**config.mk**
```make
export PLATFORM = sky130hd
export DESIGN_NAME = serial_operand_loader
export DESIGN_NICKNAME = d
export VERILOG_FILES = /design/src/rtl/serial_pkg.sv /design/src/rtl/piso_shift.sv /design/src/rtl/serial_operand_loader.sv
export SDC_FILE = /design/constraint.sdc
export NUM_CORES = 1
export LEC_CHECK = 0
export BUFFER_PORTS_ARGS = -buffer_cell sky130_fd_sc_hd__buf_2
export CORE_ASPECT_RATIO = 1.75
export CORE_MARGIN = 4
export CORE_UTILIZATION = 57
export CTS_CLUSTER_SIZE = 40
export DETAILED_ROUTE_END_ITERATION = 8
export PLACE_DENSITY = 0.85
export SLEW_MARGIN = 5
export SYNTH_ARGS = -nofsm -noshare
export SYNTH_HDL_FRONTEND = slang
export SYNTH_SLANG_ARGS = --single-unit
export TNS_END_PERCENT = 30
```
**constraint.sdc**
```tcl
create_clock -name clk -period 3.4 [get_ports clk]
set_input_delay 0.34 -clock clk [delete_from_list [all_inputs] [get_ports clk]]
set_output_delay 0.34 -clock clk [all_outputs]
set_load 0.1 [all_outputs]
```
**src/rtl/serial_pkg.sv**
```systemverilog
// ---------------------------------------------------------------------------
// serial_pkg
//   Shared declarations for the bit-serial operand loader:
//     - state_e : loader FSM states (IDLE, SHIFT)
//     - MIN_N   : smallest legal operand width
//     - CNT_W() : width of the per-word bit counter for a given operand width
// ---------------------------------------------------------------------------
package serial_pkg;

    // Smallest operand width the loader supports (bit 0 and bit N-1 must differ).
    localparam int MIN_N = 2;

    // Loader FSM states.
    typedef enum logic [0:0] {
        IDLE  = 1'b0,
        SHIFT = 1'b1
    } state_e;

    // Bit-counter width: enough to index bits 0..n-1 of a word.
    function automatic int CNT_W(input int n);
        int w;
        if (n < MIN_N) begin
            w = 1;
        end else begin
            w = $clog2(n);
        end
        return w;
    endfunction

endpackage

```
**src/rtl/piso_shift.sv**
```systemverilog
// ---------------------------------------------------------------------------
// piso_shift
//   Parallel-in / serial-out register, shifting right (towards bit 0) with
//   zero fill. Load has priority over shift; with neither asserted it holds.
//
// Ports
//   clk     : clock, rising edge
//   rst     : asynchronous active-high reset, clears the register
//   load_i  : capture par_i this cycle
//   shift_i : shift right by one this cycle
//   par_i   : parallel load value
//   lsb_o   : current bit 0 of the register (registered)
// ---------------------------------------------------------------------------
module piso_shift #(
    parameter int N = 16
) (
    input  logic         clk,
    input  logic         rst,
    input  logic         load_i,
    input  logic         shift_i,
    input  logic [N-1:0] par_i,
    output logic         lsb_o
);

    logic [N-1:0] sh_q;
    logic [N-1:0] sh_d;

    // Next-state selection: load, shift right with zero fill, or hold.
    always_comb begin
        sh_d = sh_q;
        if (load_i) begin
            sh_d = par_i;
        end else if (shift_i) begin
            sh_d = {1'b0, sh_q[N-1:1]};
        end else begin
            sh_d = sh_q;
        end
    end

    // Shift register storage with asynchronous clear.
    always_ff @(posedge clk or posedge rst) begin
        if (rst) begin
            sh_q <= '0;
        end else begin
            sh_q <= sh_d;
        end
    end

    assign lsb_o = sh_q[0];

endmodule

```
**src/rtl/serial_operand_loader.sv**
```systemverilog
// ---------------------------------------------------------------------------
// serial_operand_loader
//   Accepts a parallel operand pair (A, B, carry-in) through a valid/ready
//   handshake and streams it LSB-first, one bit pair per consumed beat, with
//   first/last framing for the downstream bit-serial adder. A new word can be
//   loaded in the same cycle the last beat of the previous word is consumed,
//   so back-to-back words stream without a bubble.
//
// Ports
//   clk        : clock, rising edge
//   rst        : asynchronous active-high reset
//   in_valid   : parallel operand pair present
//   in_ready   : loader accepts a pair this cycle (combinational)
//   in_a/in_b  : operands, N bits each
//   in_cin     : carry-in for the word
//   ser_valid  : serial beat presented
//   ser_ready  : downstream consumes the beat (low = stall)
//   ser_a/ser_b: current operand bits
//   ser_cin    : carry-in, only on the first beat of a word
//   ser_first  : beat is bit 0
//   ser_last   : beat is bit N-1
//   busy       : a word is loaded and not fully sent
// ---------------------------------------------------------------------------
module serial_operand_loader
    import serial_pkg::*;
#(
    parameter int N = 16
) (
    input  logic         clk,
    input  logic         rst,
    input  logic         in_valid,
    output logic         in_ready,
    input  logic [N-1:0] in_a,
    input  logic [N-1:0] in_b,
    input  logic         in_cin,
    output logic         ser_valid,
    input  logic         ser_ready,
    output logic         ser_a,
    output logic         ser_b,
    output logic         ser_cin,
    output logic         ser_first,
    output logic         ser_last,
    output logic         busy
);

    localparam int CW = CNT_W(N);
    localparam logic [CW-1:0] LAST_CNT = CW'(N - 1);

    state_e        state_q;
    state_e        state_d;
    logic [CW-1:0] cnt_q;
    logic [CW-1:0] cnt_d;
    logic          cin_q;
    logic          cin_d;

    logic          shifting_s;
    logic          last_s;
    logic          consume_s;
    logic          load_s;
    logic          shift_s;
    logic          a_lsb_s;
    logic          b_lsb_s;

    // Framing and handshake decode, all derived from registered state except
    // the ready term, which must see the consuming beat in the same cycle.
    assign shifting_s = (state_q == SHIFT);
    assign last_s     = shifting_s && (cnt_q == LAST_CNT);
    assign consume_s  = shifting_s && ser_ready;
    assign in_ready   = !rst && ((state_q == IDLE) || (consume_s && last_s));
    assign load_s     = in_valid && in_ready;
    // The last beat never shifts: either a new word overwrites the register
    // or the FSM idles and the data outputs are gated off.
    assign shift_s    = consume_s && !last_s;

    piso_shift #(.N(N)) u_shift_a (
        .clk     (clk),
        .rst     (rst),
        .load_i  (load_s),
        .shift_i (shift_s),
        .par_i   (in_a),
        .lsb_o   (a_lsb_s)
    );

    piso_shift #(.N(N)) u_shift_b (
        .clk     (clk),
        .rst     (rst),
        .load_i  (load_s),
        .shift_i (shift_s),
        .par_i   (in_b),
        .lsb_o   (b_lsb_s)
    );

    // FSM next state, bit counter and captured carry-in.
    always_comb begin
        state_d = state_q;
        cnt_d   = cnt_q;
        cin_d   = cin_q;
        case (state_q)
            IDLE: begin
                if (load_s) begin
                    state_d = SHIFT;
                    cnt_d   = '0;
                    cin_d   = in_cin;
                end else begin
                    state_d = IDLE;
                end
            end
            SHIFT: begin
                if (consume_s && last_s) begin
                    if (load_s) begin
                        state_d = SHIFT;
                        cnt_d   = '0;
                        cin_d   = in_cin;
                    end else begin
                        state_d = IDLE;
                        cnt_d   = '0;
                        cin_d   = 1'b0;
                    end
                end else if (consume_s) begin
                    cnt_d = cnt_q + CW'(1);
                end else begin
                    state_d = SHIFT;
                end
            end
            default: begin
                state_d = IDLE;
                cnt_d   = '0;
                cin_d   = 1'b0;
            end
        endcase
    end

    // FSM, counter and carry-in registers with asynchronous clear.
    always_ff @(posedge clk or posedge rst) begin
        if (rst) begin
            state_q <= IDLE;
            cnt_q   <= '0;
            cin_q   <= 1'b0;
        end else begin
            state_q <= state_d;
            cnt_q   <= cnt_d;
            cin_q   <= cin_d;
        end
    end

    // Serial outputs decoded from registers; data is gated to 0 while idle
    // because the shift registers still hold the final bit of the last word.
    assign ser_valid = shifting_s;
    assign ser_a     = shifting_s && a_lsb_s;
    assign ser_b     = shifting_s && b_lsb_s;
    assign ser_first = shifting_s && (cnt_q == '0);
    assign ser_last  = last_s;
    assign ser_cin   = ser_first && cin_q;
    assign busy      = shifting_s;

endmodule

```
Word level (Yosys, flattened, before mapping)
Index checks and enable logic that the tools add are counted.
W data, S select, Z words.
- register bits: 38
- input bits: 37
- add/sub/neg operators: 1
- equal/unequal tests: 4
- muxes and demuxes: 15
- bitwise logic cells: 1
- reduce and logical (&&, ||, !) cells: 17
- operators with widths (operator ; number):
    $mux W16 ; 4
    $mux W4 ; 3
    $logic_and A1 B1 Y1 ; 10
    $pmux W4 S2 ; 1
    $mux W1 ; 5
    $add A4 B1 Y4 const B ; 1
    $eq A4 B4 Y1 const B ; 1
    $logic_not A4 Y1 ; 1
    $pmux W1 S2 ; 2
    $reduce_and A2 Y1 ; 2
    $ne A3 B1 Y1 const B ; 1
    $logic_not A1 Y1 ; 2
    $ne A2 B1 Y1 const B ; 1
    $ne A2 B2 Y1 const B ; 1
    $reduce_bool A2 Y1 ; 1
    $logic_or A1 B1 Y1 ; 1
    $not A1 Y1 ; 1

Logic depth before layout (Yosys ltp)
Gate-level depths: netlist (run 1).
- depth in word-level cells: 9
- mapped depth: 7
- gate-level depth less buffers: 4

By module
From an unflattened synthesis (run 1), not the netlist that was laid out.
- cells, all modules: 186
- area total of the unflattened synthesis: 1890.6 um^2
- modules (own cells, without submodules) (module ; instances ; cells an instance ; area each (um^2) ; seq. area each (um^2)):
    piso_shift ; 2 ; 70 ; 745.7 ; 400.4
    serial_operand_loader ; 1 ; 46 ; 399.1 ; 150.1

Worst setup path after synthesis (run 1)
OpenSTA, ideal clock, no wires.
- kind: flip-flop to output port
- start point: reg state_q, in the netlist busy
- end point: out ser_cin
- data arrival time: 5.069 ns
- path slack: -2.009 ns
- stages on the path, launching flop included: 4
- path buffers: 1
- cells stage by stage: dfrtp_1 > buf_6 > nor4bb_1 > and2_1
- word-level cells in the longest chain between the ends: 2
- RTL lines (what ; RTL line ; source):
    from (decl) ; serial_operand_loader.sv:49 ; state_e state_q;
    from (signal assigned) ; serial_operand_loader.sv:140 ; state_q <= state_d;
    $logic_and A1 B1 Y1 ; serial_operand_loader.sv:151 ; assign ser_first = shifting_s && (cnt_q == '0);
    net ser_first ; serial_operand_loader.sv:41 ; output logic ser_first,
    $logic_and A1 B1 Y1 ; serial_operand_loader.sv:153 ; assign ser_cin = ser_first && cin_q;
    to (decl) ; serial_operand_loader.sv:40 ; output logic ser_cin,
The timed path passes the listed nets, and every way through them passes these cells.

Final worst setup path (run 1)
- start point: reg cnt_q[0]
- end point: reg u_shift_a.sh_q[8]
- word-level cells in the longest chain between the ends: 7
- elaborated cells between the ends (all ways): 10
- classes of those cells: eq/ne: 1; mux: 1; reduce/logical: 8
- RTL lines (what ; RTL line ; source):
    from (decl) ; serial_operand_loader.sv:51 ; logic [CW-1:0] cnt_q;
    from (signal assigned) ; serial_operand_loader.sv:141 ; cnt_q <= cnt_d;
    $eq A4 B4 Y1 (*) ; serial_operand_loader.sv:67 ; assign last_s = shifting_s && (cnt_q == LAST_CNT);
    $logic_and A1 B1 Y1 (*) ; serial_operand_loader.sv:67 ;
    $logic_and A1 B1 Y1 ; serial_operand_loader.sv:69 ; assign in_ready = !rst && ((state_q == IDLE) || (consume_s && last_s));
    $logic_or A1 B1 Y1 ; serial_operand_loader.sv:69 ;
    $logic_and A1 B1 Y1 ; serial_operand_loader.sv:69 ;
    $logic_and A1 B1 Y1 ; serial_operand_loader.sv:70 ; assign load_s = in_valid && in_ready;
    $mux W16 or $reduce_bool A2 Y1 (tied branches) ; n/a ;
    to (signal assigned) ; piso_shift.sv:43 ; sh_q <= '0;
    to (signal assigned) ; piso_shift.sv:45 ; sh_q <= sh_d;
    to (decl) ; piso_shift.sv:25 ; logic [N-1:0] sh_q;
Mark *: on every way between the ends. The rest lies on a longest branch, timed or not.
A chain may end at the register's enable or synchronous reset.

==> results of run 1 <==
[path summary, 6_finish.rpt]
path | from | to | cells after the start
min | rst | cnt_q[0] | 3
min in group clk | in_cin | cin_q | 2
max in group asynchronous | rst | u_shift_a.sh_q[15] | 3
min reg2reg | u_shift_a.sh_q[3] | u_shift_a.sh_q[3] | 1
max | cnt_q[0] | u_shift_a.sh_q[8] | 4
max reg2reg | cnt_q[0] | u_shift_a.sh_q[8] | 4
[through the flow]
step / total power [mW] / setup WS [ns] / cells
2_1_floorplan: 1.33 / 0.194 / 163
3_3_place_gp: 1.42 / 1.22 / 238
3_5_place_dp: 1.46 / 1.07 / 238
4_1_cts: 1.74 / 1.06 / 245
5_1_grt: 1.83 / 0.921 / 245
6_report: 1.74 / 1.04 / 245
[layout make-up]
type / count / share of cell area (%)
sequential: 38 / 43.4
multi-input combinational: 101 / 37.8
timing repair buffer: 48 / 11.4
clock buffer: 7 / 3.49
tap: 43 / 2.46
inverter: 8 / 1.37
[cells by family (layout without fill, tap and decap cells)]
kind of cell | Yosys count | after routing | synth area share (%)
AO/OA/AOI/OAI | 41 | 41 | 20.0
multiplexers | 4 | 4 | 2.13
AND/OR/NAND/NOR | 53 | 53 | 19.1
adder cells (fa/ha/maj) | 2 | 2 | 1.33
flip-flops | 38 | 38 | 50.6
XOR/XNOR | 1 | 1 | 0.466
buffers and inverters | 24 | 63 | 6.45
[power by group]
group / internal [mW] / switching (mW) / total, mW
combinational: 0.284 / 0.416 / 0.700
sequential: 0.615 / 0.132 / 0.747
clock: 0.141 / 0.147 / 0.288
total: 1.04 / 0.695 / 1.74
[critical path: stages (launching register included)]
cell,delay (ns)
sky130_fd_sc_hd__dfrtp_1,0.41
sky130_fd_sc_hd__ha_1,0.25
sky130_fd_sc_hd__and3_1,0.41
sky130_fd_sc_hd__a22o_1,0.91
sky130_fd_sc_hd__a221o_1,0.29
[layout by cell type (no fill, tap or decap)]
cell type / n
sky130_fd_sc_hd__a21oi_1: 1
sky130_fd_sc_hd__nand3_1: 4
sky130_fd_sc_hd__inv_1: 8
sky130_fd_sc_hd__dfrtp_1: 38
sky130_fd_sc_hd__and2_1: 3
sky130_fd_sc_hd__buf_2: 44
sky130_fd_sc_hd__a221o_1: 29
sky130_fd_sc_hd__buf_4: 4
sky130_fd_sc_hd__a22o_1: 1
sky130_fd_sc_hd__xor2_1: 1
sky130_fd_sc_hd__nand4_1: 2
sky130_fd_sc_hd__nand3b_1: 2
sky130_fd_sc_hd__o21ai_0: 3
sky130_fd_sc_hd__nor2_1: 1
sky130_fd_sc_hd__nor4bb_4: 1
sky130_fd_sc_hd__o2bb2ai_1: 1
sky130_fd_sc_hd__nand2_1: 5
sky130_fd_sc_hd__nand2b_1: 2
sky130_fd_sc_hd__clkbuf_1: 2
sky130_fd_sc_hd__mux2i_1: 4
sky130_fd_sc_hd__or3b_4: 1
sky130_fd_sc_hd__a21oi_2: 1
sky130_fd_sc_hd__a32o_1: 1
sky130_fd_sc_hd__ha_1: 2
sky130_fd_sc_hd__nor2b_1: 1
sky130_fd_sc_hd__nor3b_1: 29
sky130_fd_sc_hd__and3_1: 1
sky130_fd_sc_hd__a221oi_1: 1
sky130_fd_sc_hd__o32a_1: 1
sky130_fd_sc_hd__o22ai_1: 1
sky130_fd_sc_hd__a211oi_1: 1
sky130_fd_sc_hd__clkbuf_8: 5
sky130_fd_sc_hd__and2_2: 1
[flip-flops by register name, indices dropped and copies added (netlist names)]
signal          flops
cin_q               1
u_shift_a.sh_q     16
cnt_q               4
busy                1
u_shift_b.sh_q     16
[metal layers]
metal | routed length (µm) | global-route usage, % | up-vias
met5 | 0 | 0 | -
li1 | - | - | 700
met4 | 72 | 9.55 | 0
met1 | 1710 | 24.9 | 764
met2 | 2110 | 33.5 | 46
met3 | 231 | 5.01 | 7
==> metrics.txt, run 1 <==
# TYPE chip_impl_metric gauge
chip_impl_metric{name="drive_gt1_share",unit="%"} 28.2
chip_impl_metric{name="post_dp_cell_area",unit="µm²"} 2110
chip_impl_info{name="outcome",value="completed"} 1
chip_impl_metric{name="timing.final.max_slew_violations",unit=""} 0
chip_impl_metric{name="postSynthNetCount",unit=""} 202
chip_impl_metric{name="routed_wire_length_per_instance",unit="µm"} 16.8
chip_impl_metric{name="max_cap_viol_count",unit=""} 0
chip_impl_metric{name="final_antenna_net_count",unit=""} 0
chip_impl_metric{name="relSlewSlack",unit="%"} 29.6
chip_impl_metric{name="cts_buffer_depth",unit=""} 2
chip_impl_info{name="netlist.top_cell.by_area",value="sky130_fd_sc_hd__dfrtp_1"} 1
chip_impl_metric{name="antenna_cells_inserted",unit=""} 0
chip_impl_metric{name="global_route_wire_length_before_repair",unit="µm"} 6900
chip_impl_info{name="timing.critical_path.to_type",value="flip-flop"} 1
chip_impl_metric{name="die_width",unit="µm"} 51.4
chip_impl_metric{name="routability_congestion",unit=""} 0.782
chip_impl_metric{name="async_flop_share",unit="%"} 100
chip_impl_metric{name="fin_hold_ws",unit="ns"} 0.201
chip_impl_metric{name="synth_top_area_share",unit="%"} 50.6
chip_impl_metric{name="syn_inst",unit=""} 163
chip_impl_metric{name="clk_latency",unit="ns"} 0.29
chip_impl_metric{name="placeableCoreArea",unit="µm²"} 3180
chip_impl_metric{name="routed_via_density",unit=""} 6.19
chip_impl_metric{name="num_rows",unit=""} 27
chip_impl_info{name="synth_common_cells",value="38 x sky130_fd_sc_hd__dfrtp_1, 29 x sky130_fd_sc_hd__a221o_1, 29 x sky130_fd_sc_hd__nor3b_1"} 1
chip_impl_metric{name="stdcell_area",unit="µm²"} 2190
chip_impl_metric{name="io_buffer_count",unit=""} 44
chip_impl_metric{name="maximum_number_of_pins_on_one_net_before_global_route_repair",unit=""} 39
chip_impl_metric{name="place.detailed.hpwl",unit="µm"} 2880
chip_impl_metric{name="critical_path_arrival",unit="ns"} 2.58
chip_impl_metric{name="static-leakage-power",unit="nW"} 1.05
chip_impl_info{name="cts_root_buf",value="sky130_fd_sc_hd__clkbuf_8"} 1
chip_impl_metric{name="finalHoldViolations",unit=""} 0
chip_impl_metric{name="critical_path.max_fanout",unit=""} 29
chip_impl_metric{name="ys_ff_latch",unit=""} 38
chip_impl_metric{name="boundaryPins",unit=""} 45
chip_impl_metric{name="postLayoutCoreUtil",unit="%"} 69.0
chip_impl_metric{name="drtIter0Drc",unit=""} 58
chip_impl_metric{name="global_route.overflow_total",unit=""} 0
chip_impl_info{name="cts_tree",value="done"} 1
chip_impl_metric{name="h_tree_lvls",unit=""} 2
chip_impl_metric{name="fillerInstances",unit=""} 255
chip_impl_metric{name="postCtsHoldBufs",unit=""} 0
chip_impl_info{name="hold_path.class",value="in2async"} 1
chip_impl_metric{name="worstMarginPinSlew",unit="ns"} 1.06
chip_impl_metric{name="worst_setup_hold_path_clk_slew",unit="ns"} 0.07
chip_impl_metric{name="vias",unit=""} 1517
chip_impl_info{name="synth_top_cells_by_area",value="sky130_fd_sc_hd__dfrtp_1 51%, sky130_fd_sc_hd__a221o_1 15%, sky130_fd_sc_hd__nor3b_1 12%"} 1
chip_impl_metric{name="drc",unit=""} 0
chip_impl_metric{name="post_cts_resize_count",unit=""} 0
chip_impl_info{name="crit_type",value="reg2reg"} 1
chip_impl_metric{name="setup_viols_final",unit=""} 0
chip_impl_metric{name="synth-edff-count",unit=""} 0
chip_impl_metric{name="yosys_warnings",unit=""} 0
chip_impl_metric{name="max_freq",unit="MHz"} 424
chip_impl_metric{name="max-vdd-ir-drop",unit="V"} 0.000558
chip_impl_metric{name="wirelength",unit="µm"} 4120
chip_impl_metric{name="number_of_iterations_in_the_first_detailed_routing_pass",unit=""} 4
chip_impl_metric{name="grt_antenna_before_repair",unit=""} 0
chip_impl_metric{name="pwr_density_cell",unit="nW/µm²"} 792
chip_impl_metric{name="fin_crit_sh",unit="%"} 69.4
chip_impl_metric{name="sequential_to_total_area_share_from_yosys_stat",unit="%"} 50.6
chip_impl_metric{name="final_critical_delay_including_setup_and_external_delays",unit="ns"} 2.36
chip_impl_metric{name="track_usage",unit="%"} 20.6
chip_impl_metric{name="synth_cell_types",unit=""} 31
chip_impl_metric{name="cts-buffers-inserted",unit=""} 5
chip_impl_metric{name="design.final.nets",unit=""} 241
chip_impl_metric{name="fp.dieH",unit="µm"} 84.0
chip_impl_metric{name="vias_in_the_first_global_route",unit=""} 1559
chip_impl_metric{name="floorplan.initialDensity",unit="%"} 59.2
chip_impl_metric{name="fin_skew",unit="ns"} 0.00407
chip_impl_metric{name="ff2ff_setup_slack",unit="ns"} 1.04
chip_impl_metric{name="multi_input_gate_area_in_the_final_layout",unit="µm²"} 828
chip_impl_metric{name="die-area",unit="µm²"} 4320
chip_impl_metric{name="syn-cell-area",unit="µm²"} 1880
chip_impl_info{name="ys_dominant_reg_cell",value="sky130_fd_sc_hd__dfrtp_1"} 1
chip_impl_metric{name="seq_area",unit="µm²"} 951
chip_impl_metric{name="cts.sink_count",unit=""} 38
chip_impl_info{name="worstSetupStartpointType",value="flip-flop"} 1
chip_impl_metric{name="post_cts.repair.setup_buffers",unit=""} 0
chip_impl_metric{name="syn_area_per_cell",unit="µm²"} 11.5
chip_impl_info{name="synth.most_common_cell",value="sky130_fd_sc_hd__dfrtp_1"} 1
chip_impl_info{name="rsz0062_at_grt",value="false"} 1
chip_impl_metric{name="required",unit="ns"} 3.62
chip_impl_metric{name="fin_tns_setup",unit="ns"} 0
chip_impl_metric{name="area.growth.synth_to_final",unit="%"} 16.4
Note: power is estimated with default switching activity, not from simulation.
==> run 2: changes to the inputs <==
- CORE_UTILIZATION: 57 -> 53
- PLACE_DENSITY: 0.85 -> 0.8
- clock period: 3.4 -> 2.3 ns (I/O delays scaled with it)
==> run 2 against run 1 <==
Net effect:
- sequential cell count unchanged
- clock power increased by 61%
- clock-buffer cell count stayed put
- hold slack worse by 0.13 ns
- sequential power increased by 46%
- core utilization fell by 2.6 points
- via count down 0.20%
- largest power group unchanged
- final cell count grew 2.0%
- combinational power increased by 56%
- critical path type is now reg2out
- power up 52%
- register-to-register slack got worse by 0.77 ns
- first-iteration DRC count shrank 29%
==> metrics.txt, run 2 (same netlist as run 1, synthesis figures left out) <==
# TYPE chip_impl_metric gauge
chip_impl_metric{name="post_dp_cell_area",unit="µm²"} 2160
chip_impl_metric{name="place.detailed.hpwl",unit="µm"} 2930
chip_impl_metric{name="multi_input_gate_area_in_the_final_layout",unit="µm²"} 833
chip_impl_metric{name="fp.dieH",unit="µm"} 86.8
chip_impl_info{name="crit_type",value="reg2out"} 1
chip_impl_info{name="outcome",value="completed"} 1
chip_impl_metric{name="clk_latency",unit="ns"} 0.28
chip_impl_metric{name="die-area",unit="µm²"} 4600
chip_impl_metric{name="timing.final.max_slew_violations",unit=""} 0
chip_impl_metric{name="routability_congestion",unit=""} 0.821
chip_impl_metric{name="drive_gt1_share",unit="%"} 30.7
chip_impl_metric{name="floorplan.initialDensity",unit="%"} 55.3
chip_impl_metric{name="cts.sink_count",unit=""} 38
chip_impl_metric{name="fillerInstances",unit=""} 286
chip_impl_metric{name="h_tree_lvls",unit=""} 2
chip_impl_metric{name="stdcell_area",unit="µm²"} 2260
chip_impl_metric{name="worst_setup_hold_path_clk_slew",unit="ns"} 0.07
chip_impl_metric{name="drc",unit=""} 0
chip_impl_metric{name="ff2ff_setup_slack",unit="ns"} 0.27
chip_impl_metric{name="power.share.combinational",unit="%"} 41.3
chip_impl_metric{name="critical_path.max_fanout",unit=""} 34
chip_impl_metric{name="postCtsHoldBufs",unit=""} 0
chip_impl_metric{name="critical_path_arrival",unit="ns"} 1.88
chip_impl_info{name="worstReg2RegStart",value="cnt_q[1]"} 1
chip_impl_metric{name="relSlewSlack",unit="%"} 31.6
chip_impl_metric{name="boundaryPins",unit=""} 45
chip_impl_info{name="layout.cells.most_common",value="sky130_fd_sc_hd__buf_2"} 1
chip_impl_metric{name="wirelength",unit="µm"} 4250
chip_impl_metric{name="internal_power",unit="mW"} 1.60
chip_impl_metric{name="met1_track_usage_gr",unit="%"} 25.8
chip_impl_metric{name="placed_cell_count",unit=""} 242
chip_impl_metric{name="max_freq",unit="MHz"} 475
chip_impl_info{name="r2r_end",value="u_shift_b.sh_q[7]"} 1
chip_impl_metric{name="place_ws",unit="ns"} 0.274
chip_impl_metric{name="vias",unit=""} 1514
chip_impl_metric{name="seqPwrFrac",unit="%"} 41.2
chip_impl_metric{name="final_critical_delay_including_setup_and_external_delays",unit="ns"} 2.11
chip_impl_metric{name="design.final.nets",unit=""} 243
chip_impl_metric{name="vias_in_the_first_global_route",unit=""} 1548
chip_impl_info{name="cts_tree",value="done"} 1
chip_impl_metric{name="gr_layer_usage_met2",unit="%"} 32.1
chip_impl_metric{name="fin_skew",unit="ns"} 0.00638
chip_impl_metric{name="seq_area",unit="µm²"} 952
chip_impl_metric{name="placeableCoreArea",unit="µm²"} 3400
chip_impl_metric{name="routed_wire_length_per_instance",unit="µm"} 17.0
chip_impl_metric{name="fin_crit_sh",unit="%"} 91.6
chip_impl_metric{name="num_rows",unit=""} 28
chip_impl_metric{name="drtIter0Drc",unit=""} 41
chip_impl_metric{name="io_buffer_count",unit=""} 44
chip_impl_metric{name="pwr_density_cell",unit="nW/µm²"} 1170
chip_impl_metric{name="worst_r2r_path_depth",unit=""} 4
chip_impl_info{name="timing.critical_path.to_type",value="output port"} 1
chip_impl_metric{name="die_width",unit="µm"} 53.0
chip_impl_info{name="final_cell_mix",value="43 x sky130_fd_sc_hd__buf_2, 37 x sky130_fd_sc_hd__dfrtp_1, 29 x sky130_fd_sc_hd__nor3b_1, 29 x sky130_fd_sc_hd__a221o_1, 8 x sky130_fd_sc_hd__inv_1"} 1
chip_impl_metric{name="max-vdd-ir-drop",unit="V"} 0.000703
chip_impl_metric{name="finalHoldViolations",unit=""} 0
chip_impl_metric{name="timing.final.ws_setup",unit="ns"} 0.194
chip_impl_metric{name="max_cap_viol_count",unit=""} 0
chip_impl_metric{name="maximum_number_of_pins_on_one_net_before_global_route_repair",unit=""} 36
chip_impl_info{name="worstSetupStartpointType",value="flip-flop"} 1
chip_impl_metric{name="cts-buffers-inserted",unit=""} 5
chip_impl_info{name="cts_root_buf",value="sky130_fd_sc_hd__clkbuf_8"} 1
chip_impl_metric{name="track_usage",unit="%"} 20.2
chip_impl_metric{name="area.growth.synth_to_final",unit="%"} 20.0
chip_impl_metric{name="static-leakage-power",unit="nW"} 1.08
chip_impl_metric{name="global_route_wire_length_before_repair",unit="µm"} 7000
chip_impl_metric{name="fin_tns_setup",unit="ns"} 0
chip_impl_metric{name="worstMarginPinSlew",unit="ns"} 1.03
chip_impl_metric{name="cts_buffer_depth",unit=""} 2
chip_impl_info{name="hold_path.class",value="in2async"} 1
chip_impl_metric{name="met3_usage",unit="%"} 5.16
chip_impl_info{name="grt.busiest_layer",value="met2"} 1
chip_impl_metric{name="global_route.overflow_total",unit=""} 0
chip_impl_metric{name="post_cts.repair.setup_buffers",unit=""} 0
chip_impl_metric{name="share_clk_of_total_power",unit="%"} 17.5
chip_impl_info{name="reg_top3",value="u_shift_a.sh_q x16, u_shift_b.sh_q x16, cnt_q x4"} 1
chip_impl_metric{name="number_of_iterations_in_the_first_detailed_routing_pass",unit=""} 4
chip_impl_metric{name="required",unit="ns"} 2.07
chip_impl_metric{name="routed_via_density",unit=""} 6.06
chip_impl_metric{name="final_antenna_net_count",unit=""} 0
chip_impl_metric{name="antenna_cells_inserted",unit=""} 0
chip_impl_metric{name="post_cts_resize_count",unit=""} 0
chip_impl_metric{name="switchingPower",unit="mW"} 1.04
chip_impl_metric{name="finish.cell_count_without_fillers",unit=""} 250
chip_impl_metric{name="power.switching_fraction",unit="%"} 39.5
chip_impl_metric{name="grt_antenna_before_repair",unit=""} 0
chip_impl_info{name="rsz0062_at_grt",value="false"} 1
chip_impl_metric{name="setup_viols_final",unit=""} 0
[run 2: metal layers]
layer / part of all wire, % / vias up
li1: - / 704
met1: 43 / 761
met2: 51 / 42
met3: 5.0 / 7
met4: 1.7 / 0
met5: 0 / -
[run 2: cell type report]
type,instances,area share (%)
clock buffer,7,3.83
clock inverter,1,0.222
inverter,8,1.33
multi-input combinational,101,36.9
sequential,38,42.2
tap,45,2.50
timing repair buffer,50,13.0
[run 2: worst max path at each step]
stage,depth (start not counted),to,startpoint,slack (ns)
5_1_grt,5,ser_last,cnt_q[0],0.1
3_3_place_gp,4,u_shift_a.sh_q[6],cnt_q[0],0.39
6_report,5,ser_last,cnt_q[1],0.19
2_1_floorplan,3,ser_cin,busy,-0.37
3_5_place_dp,4,u_shift_b.sh_q[10],cnt_q[0],0.27
4_1_cts,5,ser_last,cnt_q[0],0.19
[run 2: worst max-delay path, stage by stage (launching register included)]
cell and delay, ns:
sky130_fd_sc_hd__dfrtp_1 0.40, sky130_fd_sc_hd__ha_1 0.24, sky130_fd_sc_hd__and3_1 0.20, sky130_fd_sc_hd__buf_4 0.33, sky130_fd_sc_hd__and2_1 0.23, sky130_fd_sc_hd__buf_12 0.18
[run 2: power by group through the flow]
| stage | Combinational, mW | Clock (mW) | Sequential, mW |
|---|---|---|---|
| after global routing | 1.18 | 0.510 | 1.11 |
| after detailed placement | 1.11 | 0 | 1.08 |
| after CTS | 1.10 | 0.474 | 1.08 |
| after floorplan | 0.897 | 0 | 1.07 |
| after global placement | 1.06 | 0 | 1.07 |
| final | 1.09 | 0.464 | 1.09 |
[run 2: metrics by stage]
stage	power, mW	util, %	hold WS, ns
3_3_place_gp	2.13	63.7	0.374
4_1_cts	2.66	66.4	0.0823
2_1_floorplan	1.97	-	0.354
3_5_place_dp	2.19	63.7	0.400
5_1_grt	2.80	66.4	0.113
6_report	2.64	66.4	0.0682
==> run 3: changes to the inputs <==
- RECOVER_POWER: not set -> 50
==> run 3 against run 2 <==
Net effect:
- die area did not move
- critical path depth did not move
- maximum frequency rose by 0.55%
- core utilization fell by 0.59 points
- largest cell class unchanged
- via count rose by 0.20%
- highest routed layer unchanged
- final cell count did not move
==> metrics.txt, run 3 (same netlist as run 1, synthesis figures left out) <==
# TYPE chip_impl_metric gauge
chip_impl_metric{name="placed_cell_count",unit=""} 242
chip_impl_metric{name="internal_power",unit="mW"} 1.59
chip_impl_metric{name="routed_via_density",unit=""} 6.07
chip_impl_metric{name="fin_tns_setup",unit="ns"} 0
chip_impl_metric{name="cts_buffer_depth",unit=""} 2
chip_impl_metric{name="fp.dieH",unit="µm"} 86.8
chip_impl_metric{name="design.final.nets",unit=""} 243
chip_impl_info{name="cts_root_buf",value="sky130_fd_sc_hd__clkbuf_8"} 1
chip_impl_metric{name="place.detailed.hpwl",unit="µm"} 2930
chip_impl_metric{name="postCtsHoldBufs",unit=""} 0
chip_impl_metric{name="placeableCoreArea",unit="µm²"} 3400
chip_impl_metric{name="max_cap_viol_count",unit=""} 0
chip_impl_info{name="hold_path.class",value="in2async"} 1
chip_impl_metric{name="max_stage_delay",unit="ns"} 0.40
chip_impl_metric{name="io_buffer_count",unit=""} 44
chip_impl_metric{name="global_route.overflow_total",unit=""} 0
chip_impl_metric{name="track_usage",unit="%"} 20.2
chip_impl_metric{name="timing.final.ws_setup",unit="ns"} 0.206
chip_impl_metric{name="maximum_number_of_pins_on_one_net_before_global_route_repair",unit=""} 36
chip_impl_metric{name="power.switching_fraction",unit="%"} 39.5
chip_impl_metric{name="wirelength",unit="µm"} 4190
chip_impl_info{name="r2r_end",value="u_shift_b.sh_q[7]"} 1
chip_impl_metric{name="switchingPower",unit="mW"} 1.04
chip_impl_info{name="worstReg2RegStart",value="cnt_q[1]"} 1
chip_impl_metric{name="drc",unit=""} 0
chip_impl_metric{name="fin_crit_sh",unit="%"} 91.1
chip_impl_metric{name="worstMarginPinSlew",unit="ns"} 1.25
chip_impl_metric{name="routed_wire_length_per_instance",unit="µm"} 16.8
chip_impl_metric{name="vias",unit=""} 1517
chip_impl_metric{name="relSlewSlack",unit="%"} 17.0
chip_impl_metric{name="fin_skew",unit="ns"} 0.00648
chip_impl_metric{name="postLayoutCoreUtil",unit="%"} 65.8
chip_impl_metric{name="finish.cell_count_without_fillers",unit=""} 250
chip_impl_metric{name="place_ws",unit="ns"} 0.274
chip_impl_metric{name="worst_r2r_path_depth",unit=""} 4
chip_impl_metric{name="final_critical_delay_including_setup_and_external_delays",unit="ns"} 2.09
chip_impl_metric{name="power.share.combinational",unit="%"} 41.1
chip_impl_info{name="critical_path.slowest_cell",value="sky130_fd_sc_hd__dfrtp_1"} 1
chip_impl_metric{name="num_rows",unit=""} 28
chip_impl_metric{name="die_width",unit="µm"} 53.0
chip_impl_metric{name="vias_in_the_first_global_route",unit=""} 1548
chip_impl_info{name="crit_type",value="reg2out"} 1
chip_impl_metric{name="number_of_iterations_in_the_first_detailed_routing_pass",unit=""} 4
chip_impl_info{name="worstPathCellList",value="ha_1, and3_1, buf_4, and2_1, buf_12"} 1
chip_impl_metric{name="share_clk_of_total_power",unit="%"} 17.6
chip_impl_metric{name="critical_path_arrival",unit="ns"} 1.86
chip_impl_info{name="reg_top3",value="u_shift_a.sh_q x16, u_shift_b.sh_q x16, cnt_q x4"} 1
chip_impl_metric{name="stdcell_area",unit="µm²"} 2240
chip_impl_metric{name="critical_path.max_fanout",unit=""} 34
chip_impl_metric{name="final_antenna_net_count",unit=""} 0
chip_impl_metric{name="finalHoldViolations",unit=""} 0
chip_impl_info{name="final_cell_mix",value="42 x sky130_fd_sc_hd__buf_2, 37 x sky130_fd_sc_hd__dfrtp_1, 29 x sky130_fd_sc_hd__nor3b_1, 29 x sky130_fd_sc_hd__a221o_1, 8 x sky130_fd_sc_hd__inv_1"} 1
chip_impl_metric{name="drtIter0Drc",unit=""} 51
chip_impl_metric{name="fillerInstances",unit=""} 290
chip_impl_metric{name="worst_setup_hold_path_clk_slew",unit="ns"} 0.07
chip_impl_metric{name="max-vdd-ir-drop",unit="V"} 0.000704
chip_impl_metric{name="pwr_density_cell",unit="nW/µm²"} 1180
chip_impl_metric{name="static-leakage-power",unit="nW"} 1.07
chip_impl_metric{name="global_route_wire_length_before_repair",unit="µm"} 7000
chip_impl_metric{name="setup_viols_final",unit=""} 0
chip_impl_metric{name="fin_hold_ws",unit="ns"} 0.0650
chip_impl_metric{name="ff2ff_setup_slack",unit="ns"} 0.29
chip_impl_metric{name="drive_gt1_share",unit="%"} 29.8
chip_impl_metric{name="max_freq",unit="MHz"} 478
chip_impl_metric{name="die-area",unit="µm²"} 4600
chip_impl_metric{name="boundaryPins",unit=""} 45
chip_impl_metric{name="h_tree_lvls",unit=""} 2
chip_impl_metric{name="antenna_cells_inserted",unit=""} 0
chip_impl_metric{name="timing.final.max_slew_violations",unit=""} 0
chip_impl_metric{name="floorplan.initialDensity",unit="%"} 55.3
chip_impl_info{name="cts_tree",value="done"} 1
chip_impl_metric{name="cts-buffers-inserted",unit=""} 5
chip_impl_metric{name="clk_latency",unit="ns"} 0.28
chip_impl_metric{name="seqPwrFrac",unit="%"} 41.3
chip_impl_metric{name="totalPowerFinal",unit="mW"} 2.63
chip_impl_info{name="worstSetupStartpointType",value="flip-flop"} 1
chip_impl_metric{name="area.growth.synth_to_final",unit="%"} 18.9
chip_impl_metric{name="routability_congestion",unit=""} 0.821
chip_impl_metric{name="post_cts_resize_count",unit=""} 0
chip_impl_info{name="outcome",value="completed"} 1
chip_impl_metric{name="cts.sink_count",unit=""} 38
chip_impl_info{name="rsz0062_at_grt",value="false"} 1
chip_impl_info{name="timing.critical_path.to_type",value="output port"} 1
chip_impl_metric{name="required",unit="ns"} 2.07
chip_impl_metric{name="post_dp_cell_area",unit="µm²"} 2160
chip_impl_metric{name="post_cts.repair.setup_buffers",unit=""} 0
chip_impl_info{name="layout.cells.most_common",value="sky130_fd_sc_hd__buf_2"} 1
chip_impl_metric{name="grt_antenna_before_repair",unit=""} 0
-- run 3: layout make-up --
type | instances | area [µm²] | area share (%)
flip-flops and latches | 38 | 952 | 42.6
clock buffers | 7 | 86.3 | 3.86
well taps | 45 | 56.3 | 2.52
repair buffers | 50 | 273 | 12.2
clock inverters | 1 | 5.00 | 0.224
inverters | 8 | 30.0 | 1.34
multi-input cells | 101 | 833 | 37.3
-- run 3: critical path, delay by kind of cell, from the launching register on --
kind / cells / cell delay (ns)
simple gates: 2 / 0.43
flops: 1 / 0.40
buf+inv: 2 / 0.51
fa+ha+maj: 1 / 0.23
-- run 3: worst max path at each step --
stage              from                 end  slack [ns]
2_1_floorplan      busy             ser_cin       -0.37
3_3_place_gp   cnt_q[0]   u_shift_a.sh_q[6]        0.39
3_5_place_dp   cnt_q[0]  u_shift_b.sh_q[10]        0.27
4_1_cts        cnt_q[0]            ser_last        0.19
5_1_grt        cnt_q[0]            ser_last         0.1
6_report       cnt_q[1]            ser_last        0.21
-- run 3: power groups by stage --
stage	Sequential, mW	Clock, mW	Combinational [mW]
6_report	1.09	0.464	1.08
4_1_cts	1.08	0.474	1.10
3_5_place_dp	1.08	0	1.11
5_1_grt	1.11	0.510	1.17
2_1_floorplan	1.07	0	0.897
3_3_place_gp	1.07	0	1.06
-- run 3: layer usage --
layer,global-route usage (%),part of all wire (%),routed length [µm]
met1,25.8,41,1740
met2,32.1,52,2160
met4,8.14,1.7,71
met5,0,0,0
met3,5.16,5.2,218
